===== src/rtl/mem_ctrl.sv =====
// Byte-serial memory controller: arbitrates IF fetches and MEM loads/stores onto a byte-wide RAM.
// Optional MEMCTRL_IO_STALL_EN adds io_full_i and holds store bytes aimed at the IO region.
module mem_ctrl #(
    parameter int                ADDR_W  = 32,
    parameter logic [ADDR_W-1:0] IO_BASE = 32'h0003_0000
) (
    input  logic              clk,
    input  logic              rst,
    input  logic              if_req_i,
    input  logic [ADDR_W-1:0] if_addr_i,
    input  logic              if_abort_i,
    output logic              if_done_o,
    output logic [31:0]       if_inst_o,
    input  logic              mem_req_i,
    input  logic              mem_we_i,
    input  logic [1:0]        mem_size_i,
    input  logic [ADDR_W-1:0] mem_addr_i,
    input  logic [31:0]       mem_wdata_i,
    output logic              mem_done_o,
    output logic [31:0]       mem_rdata_o,
    output logic              mem_busy_o,
    output logic [ADDR_W-1:0] ram_a_o,
    output logic              ram_wr_o,
    output logic [7:0]        ram_dout_o,
    input  logic [7:0]        ram_din_i
`ifdef MEMCTRL_IO_STALL_EN
    ,
    input  logic              io_full_i
`endif
);

    typedef enum logic [1:0] {IDLE, READ, WRITE, DONE} state_t;

    state_t      state;
    logic [2:0]  cnt;
    logic [2:0]  n;
    logic        is_mem;
    logic [23:0] wbuf;
    logic [31:0] rbuf;
    logic [31:0] rnext;
    logic [1:0]  lane;
    logic        hold_grant;
    logic        hold_cur;
    logic        hold_next;

    assign mem_busy_o = mem_req_i & ~mem_done_o;

`ifdef MEMCTRL_IO_STALL_EN
    assign hold_grant = io_full_i && (mem_addr_i >= IO_BASE);
    assign hold_cur   = io_full_i && (ram_a_o >= IO_BASE);
    assign hold_next  = io_full_i && ((ram_a_o + ADDR_W'(1)) >= IO_BASE);
`else
    logic unused_io_base;
    assign unused_io_base = ^IO_BASE;
    assign hold_grant = 1'b0;
    assign hold_cur   = 1'b0;
    assign hold_next  = 1'b0;
`endif

    // cnt is one ahead of the lane being captured: RAM data lags its address by a cycle.
    assign lane = cnt[1:0] - 2'd1;

    always_comb begin
        rnext = rbuf;
        rnext[{lane, 3'b000} +: 8] = ram_din_i;
    end

    function automatic logic [2:0] size_to_n(input logic [1:0] size);
        case (size)
            2'd0:    return 3'd1;
            2'd1:    return 3'd2;
            default: return 3'd4;
        endcase
    endfunction

    always_ff @(posedge clk or negedge rst) begin
        if (!rst) begin
            state       <= IDLE;
            cnt         <= '0;
            n           <= '0;
            is_mem      <= 1'b0;
            wbuf        <= '0;
            rbuf        <= '0;
            ram_a_o     <= '0;
            ram_wr_o    <= 1'b0;
            ram_dout_o  <= '0;
            if_done_o   <= 1'b0;
            if_inst_o   <= '0;
            mem_done_o  <= 1'b0;
            mem_rdata_o <= '0;
        end else begin
            if_done_o  <= 1'b0;
            mem_done_o <= 1'b0;
            case (state)
                IDLE: begin
                    ram_wr_o <= 1'b0;
                    cnt      <= '0;
                    rbuf     <= '0;
                    if (mem_req_i) begin
                        is_mem     <= 1'b1;
                        ram_a_o    <= mem_addr_i;
                        n          <= size_to_n(mem_size_i);
                        wbuf       <= mem_wdata_i[31:8];
                        ram_dout_o <= mem_wdata_i[7:0];
                        if (mem_we_i) begin
                            ram_wr_o <= !hold_grant;
                            state    <= WRITE;
                        end else begin
                            state <= READ;
                        end
                    end else if (if_req_i) begin
                        is_mem  <= 1'b0;
                        ram_a_o <= if_addr_i;
                        n       <= 3'd4;
                        state   <= READ;
                    end
                end
                READ: begin
                    if (!is_mem && if_abort_i) begin
                        state <= IDLE;
                    end else begin
                        if (cnt != 3'd0) rbuf <= rnext;
                        if (cnt == n) begin
                            state <= DONE;
                            if (is_mem) begin
                                mem_done_o  <= 1'b1;
                                mem_rdata_o <= rnext;
                            end else begin
                                if_done_o <= 1'b1;
                                if_inst_o <= rnext;
                            end
                        end else begin
                            cnt <= cnt + 3'd1;
                            if (cnt + 3'd1 < n) ram_a_o <= ram_a_o + ADDR_W'(1);
                        end
                    end
                end
                WRITE: begin
                    // A low strobe inside WRITE means the current byte is held for the IO buffer.
                    if (!ram_wr_o) begin
                        if (!hold_cur) ram_wr_o <= 1'b1;
                    end else if (cnt == n - 3'd1) begin
                        state      <= DONE;
                        ram_wr_o   <= 1'b0;
                        mem_done_o <= 1'b1;
                    end else begin
                        cnt        <= cnt + 3'd1;
                        ram_a_o    <= ram_a_o + ADDR_W'(1);
                        ram_dout_o <= wbuf[7:0];
                        wbuf       <= {8'h00, wbuf[23:8]};
                        ram_wr_o   <= !hold_next;
                    end
                end
                DONE: begin
                    state <= IDLE;
                end
                default: state <= IDLE;
            endcase
        end
    end

endmodule

===== config.mk =====
export PLATFORM = sky130hd
export DESIGN_NAME = mem_ctrl
export DESIGN_NICKNAME = d
export VERILOG_FILES = /design/src/rtl/mem_ctrl.sv
export SDC_FILE = /design/constraint.sdc
export NUM_CORES = 1
export LEC_CHECK = 0
export ABC_AREA = 1
export CORE_MARGIN = 3
export CORE_UTILIZATION = 35
export DETAILED_ROUTE_END_ITERATION = 10
export GPL_ROUTABILITY_DRIVEN = 0
export SLEW_MARGIN = 10
export SYNTH_ARGS = -nofsm -noshare
export SYNTH_HDL_FRONTEND = slang
export SYNTH_SLANG_ARGS = --single-unit

===== constraint.sdc =====
create_clock -name clk -period 4.6 [get_ports clk]
set_input_delay 0.92 -clock clk [delete_from_list [all_inputs] [get_ports clk]]
set_output_delay 0.92 -clock clk [all_outputs]
set_load 0.1 [all_outputs]

Word-level counts from Yosys, hierarchy flattened

Cells that the tools add are included.
W data, S select, Z words.

Register bits after elaboration: 172
Bits of input ports: 112

Reduce and logical (&&, ||, !) cells: 17
Magnitude comparators: 1
$add $sub $neg: 5
Bitwise gates (word level): 4
Shift operators: 2
Eq/ne operators: 16
Mux-type cells: 53

Operators by type and width:

| operator                 | count |
|---|---|
| $mux W32                 | 9 |
| $pmux W32 S3             | 1 |
| $mux W24                 | 3 |
| $pmux W32 S2             | 1 |
| $pmux W24 S2             | 1 |
| $add A32 B1 Y32 const B  | 1 |
| $bwmux W32               | 1 |
| $shift A8 B7 Y32 const A | 1 |
| $shiftx A8 B7 Y32        | 1 |
| $mux W8                  | 3 |
| $mux W3                  | 6 |
| $ne A2 B2 Y1 const B     | 8 |
| $pmux W8 S2              | 1 |
| $reduce_and A4 Y1        | 4 |
| $mux W1                  | 15 |
| $mux W2                  | 7 |
| $pmux W3 S3              | 1 |
| $pmux W2 S4              | 1 |
| $neg A5 Y7               | 1 |
| $reduce_and A7 Y1        | 1 |
| $eq A3 B3 Y1             | 2 |
| $ne A3 B3 Y1 const B     | 2 |
| $pmux W3 S2              | 1 |
| $reduce_bool A2 Y1       | 3 |
| other kinds (16)         | 23 |

Longest topological paths before layout

Depth in word-level cells: 7
Gate-level depth with buffers: 14
Depth with buffers taken out: 12

Worst setup path after synthesis

No wires, ideal clock.

Path kind: input port to output port
Start: input port mem_req_i
End: output port mem_busy_o
Cell stages on the path: 3
Slack: 1.268 ns
Data required time: 3.680 ns
Data arrival time: 2.412 ns
Cells stage by stage: inv_1 -> clkbuf_1 -> nor2_1

Longest elaborated chain between the ends: 1

RTL lines:

| item               | line | text |
|---|---|---|
| start: declaration | 14   | `input logic mem_req_i,` |
| $and A1 B1 Y1      | 46   | `assign mem_busy_o = mem_req_i & ~mem_done_o;` |
| end: declaration   | 21   | `output logic mem_busy_o,` |

Every way passes these cells.

Worst setup path after layout

Start: register cnt[0]
End: register ram_a_o[9]

Longest elaborated chain between the ends: 4
Elaborated cells on any way between the ends: 8
Those cells by class: 1 x add/sub; 1 x order compare; 5 x eq/ne; 1 x reduce/logical

RTL lines:

| item                                   | line | text |
|---|---|---|
| start: declaration                     | 35   | `logic [2:0] cnt;` |
| start signal: assignment               | 133  | `cnt <= cnt + 3'd1;` |
| start signal: assignment               | 147  | `cnt <= cnt + 3'd1;` |
| $add A3 B1 Y3                          | 134  | `if (cnt + 3'd1 < n) ram_a_o <= ram_a_o + ADDR_W'(1);` |
| $lt A3 B3 Y1                           | 134  |  |
| $ne A2 B2 Y1 (no source line)          | -    |  |
| $reduce_and A7 Y1 (no source line) (*) | -    |  |
| end signal: assignment                 | 113  | `ram_a_o <= if_addr_i;` |
| end signal: assignment                 | 134  |  |
| end signal: assignment                 | 148  | `ram_a_o <= ram_a_o + ADDR_W'(1);` |
| end: declaration                       | 22   | `output logic [ADDR_W-1:0] ram_a_o,` |

Mark *: on every way between the ends. The rest lies on a longest branch, timed or not.
A chain may end at the register's enable or synchronous reset.

==> flow_summary_export.csv <==
group,metric,value,unit
cells_and_area,diodes,0,
detailed_routing,postRouteAntennaNets,0,
min_path,hp-class,"register to register",
timing,final.setup_skew,0.0156,ns
clock_tree,cts_tree,"yes",
global_route,grt_pass1_vias,8162,
clock_tree,cts_resized,0,
synthesis,synth.most_common_cell,"nand2_1",
worst_setup_path,startpoint,"cnt[0]",
detailed_routing,drc,0,
die,fp.dieW,167,microns
min_path,worstHoldStart,"wbuf[20]",
detailed_routing,vias,8494,
worst_setup_path,cp.required,4.97,ns
die,start_util,35.9,%
cells_and_area,syn2layout_area_growth,32.7,%
worst_setup_path,crit_arrival,3.59,ns
synthesis,syn_avg_cell_area,7.30,sq um
die,dieArea,0.0279,sq mm
synthesis,async_flop_share,100,%
synthesis,synth_top_cell_by_area,"dfrtp_1",
synthesis,syn-cell-area,0.00908,sq mm
synthesis,synth-edff-count,0,
detailed_routing,routed_via_density,4.78,
flow_run,max-cap-violations,0,
synthesis,ys_warn_count,0,
clock_tree,ctsHoldBuffers,0,
timing,setup_viol,0,
worst_setup_path,crit_fanout,35,
timing,period_share,70.0,%
clock_tree,htreeDepth,4,
global_route,grt_pass1_wl,43000,microns
die,rows,58,
synthesis,synthCells,1245,
die,core_area,0.0253,sq mm
detailed_routing,wl,26500,microns
clock_tree,clock-sinks,172,
timing,finalCriticalPeriod,3.22,ns
clock_tree,clk_latency,0.43,ns
timing,fmax,310,MHz
synthesis,synth-main-ff-cell,"dfrtp_1",
worst_setup_path,start_kind,"register",
global_route,antenna_found_initial,0,
global_route,grtUsageTotal,18.9,%
timing,fin_tns_setup,0,ns
cells_and_area,drive_gt1_share,4.70,%
synthesis,synth_top_cells_by_area,"dfrtp_1 47%, nand2_1 21%, nor2_1 5.6%",
worst_setup_path,worstSetupPathType,"register to register",
clock_tree,clkTransAtPathRegs,0.07,ns
timing,maxSlewHeadroom,28.9,%
clock_tree,cts_root_buf,"clkbuf_16",
timing,slew_violations,0,
synthesis,synth_nets,1372,
cells_and_area,nets,1562,
placed_design,dp.final_hpwl,19000,microns
die,num_io_pins,220,
detailed_routing,drtIter0Drc,737,
synthesis,ys_types,36,
detailed_routing,dr.pass1.iters,5,
worst_setup_path,worstReg2RegStart,"cnt[0]",
global_route,grt_max_degree,103,
placed_design,portBuffers,219,
timing,rsz0062_at_grt,"false",
synthesis,synth_top_area_share,47.4,%
synthesis,synth_seq_cells,172,
worst_setup_path,endpoint_kind,"register",
global_route,overflow,0,
synthesis,yosys-top-cells-count,"505 x nand2_1, 172 x dfrtp_1, 135 x nor2_1",
detailed_routing,routedWlPerCell,14.9,microns
run_status,status,"finished, final reports clean",
clock_tree,post_cts_buffers,0,
synthesis,yosysSeqAreaShare,47.4,%
clock_tree,clock_path_buffers,2,
timing,hold_violations,0,
die,die_h,167,microns
timing,worstMarginPinSlew,1.06,ns
clock_tree,cts_buffers,17,
-- path summary, 6_finish.rpt --
path	slack, ns	endpoint	cells past startpoint
setup / recovery	1.38	ram_a_o[9]	10
hold / removal	0.47	wbuf[20]	2
setup reg to reg	1.38	ram_a_o[9]	10
hold reg to reg	0.47	wbuf[20]	2
max in group asynchronous	3.04	ram_dout_o[7]	2
min in group asynchronous	0.62	if_inst_o[7]	1
-- registers in the layout (all words and copies together), names as in the netlist --
register	count
ram_a_o	32
ram_wr_o	1
wbuf	24
rbuf	32
mem_done_o	1
mem_rdata_o	32
state	2
is_mem	1
ram_dout_o	8
cnt	3
n	3
if_inst_o	32
if_done_o	1
-- stage by stage --
stage | cells | instance area (sq um) | setup slack [ns] | hold WS (ns) | util, %
3_3_place_gp | 1746 | 11500 | 1.29 | 0.454 | 45.4
4_1_cts | 1778 | 12100 | 1.35 | 0.476 | 47.6
6_report | 1778 | 12100 | 1.38 | 0.471 | 47.6
3_5_place_dp | 1746 | 11500 | 1.21 | 0.458 | 45.4
2_1_floorplan | 1245 | 9080 | 1.27 | 0.442 | -
5_1_grt | 1778 | 12100 | 1.04 | 0.490 | 47.6
-- cell type report --
| class | count | area, sq um |
|---|---|---|
| timing repair buffer | 227 | 2280 |
| multi-input combinational | 922 | 4150 |
| fill | 2552 | 13300 |
| clock inverter | 14 | 121 |
| sequential | 172 | 4300 |
| clock buffer | 18 | 439 |
| inverter | 95 | 357 |
| tap | 330 | 413 |
-- layout by cell type (no fill, tap or decap), drive strengths merged --
cell	count
nand2	507
clkdlybuf4s50	217
dfrtp	172
nor2	140
o21ai	113
inv	106
o22ai	46
nand3	46
a21oi	21
clkbuf	18
ha	15
buf	10
a41oi	9
nand3b	5
xor2	4
nor3	4
or2	3
clkinv	2
xnor2	1
nand4	1
o21bai	1
and2	1
o2bb2ai	1
a2bb2oi	1
a31oi	1
o31ai	1
o32ai	1
clkinvlp	1
-- worst max-delay path: stages, from the launching register on --
cell	delay [ns]
dfrtp_1	0.64
inv_1	0.23
ha_1	0.39
ha_1	0.28
nand2_1	0.05
o21ai_0	0.08
a21oi_1	0.22
nand2_2	0.44
inv_2	0.61
nand2_1	0.12
nand2_1	0.07
-- cells by family (layout without fill, tap and decap cells) --
kind of cell / count (synthesis) / after routing / share of synthesized area [%]
and+or+nand+nor: 707 / 707 / 30.9
AOI/OAI and AO/OA: 195 / 195 / 12.2
DFF: 172 / 172 / 47.4
buffers and inverters: 151 / 354 / 6.97
adders and majority gates: 15 / 15 / 2.07
xor gates and xnor gates: 5 / 5 / 0.482
-- layer usage --
| layer | track usage (%) | share of wire [%] | up-vias |
|---|---|---|---|
| met3 | 5.31 | 6.4 | 18 |
| li1 | - | - | 4352 |
| met4 | 4.34 | 1.1 | 0 |
| met1 | 25.5 | 46 | 3909 |
| met2 | 30.4 | 46 | 215 |
| met5 | 0 | 0 | - |
Power is left out: the tool's default activity adds up to more than one toggle a clock period on the data nets, which glitch-free logic cannot reach.
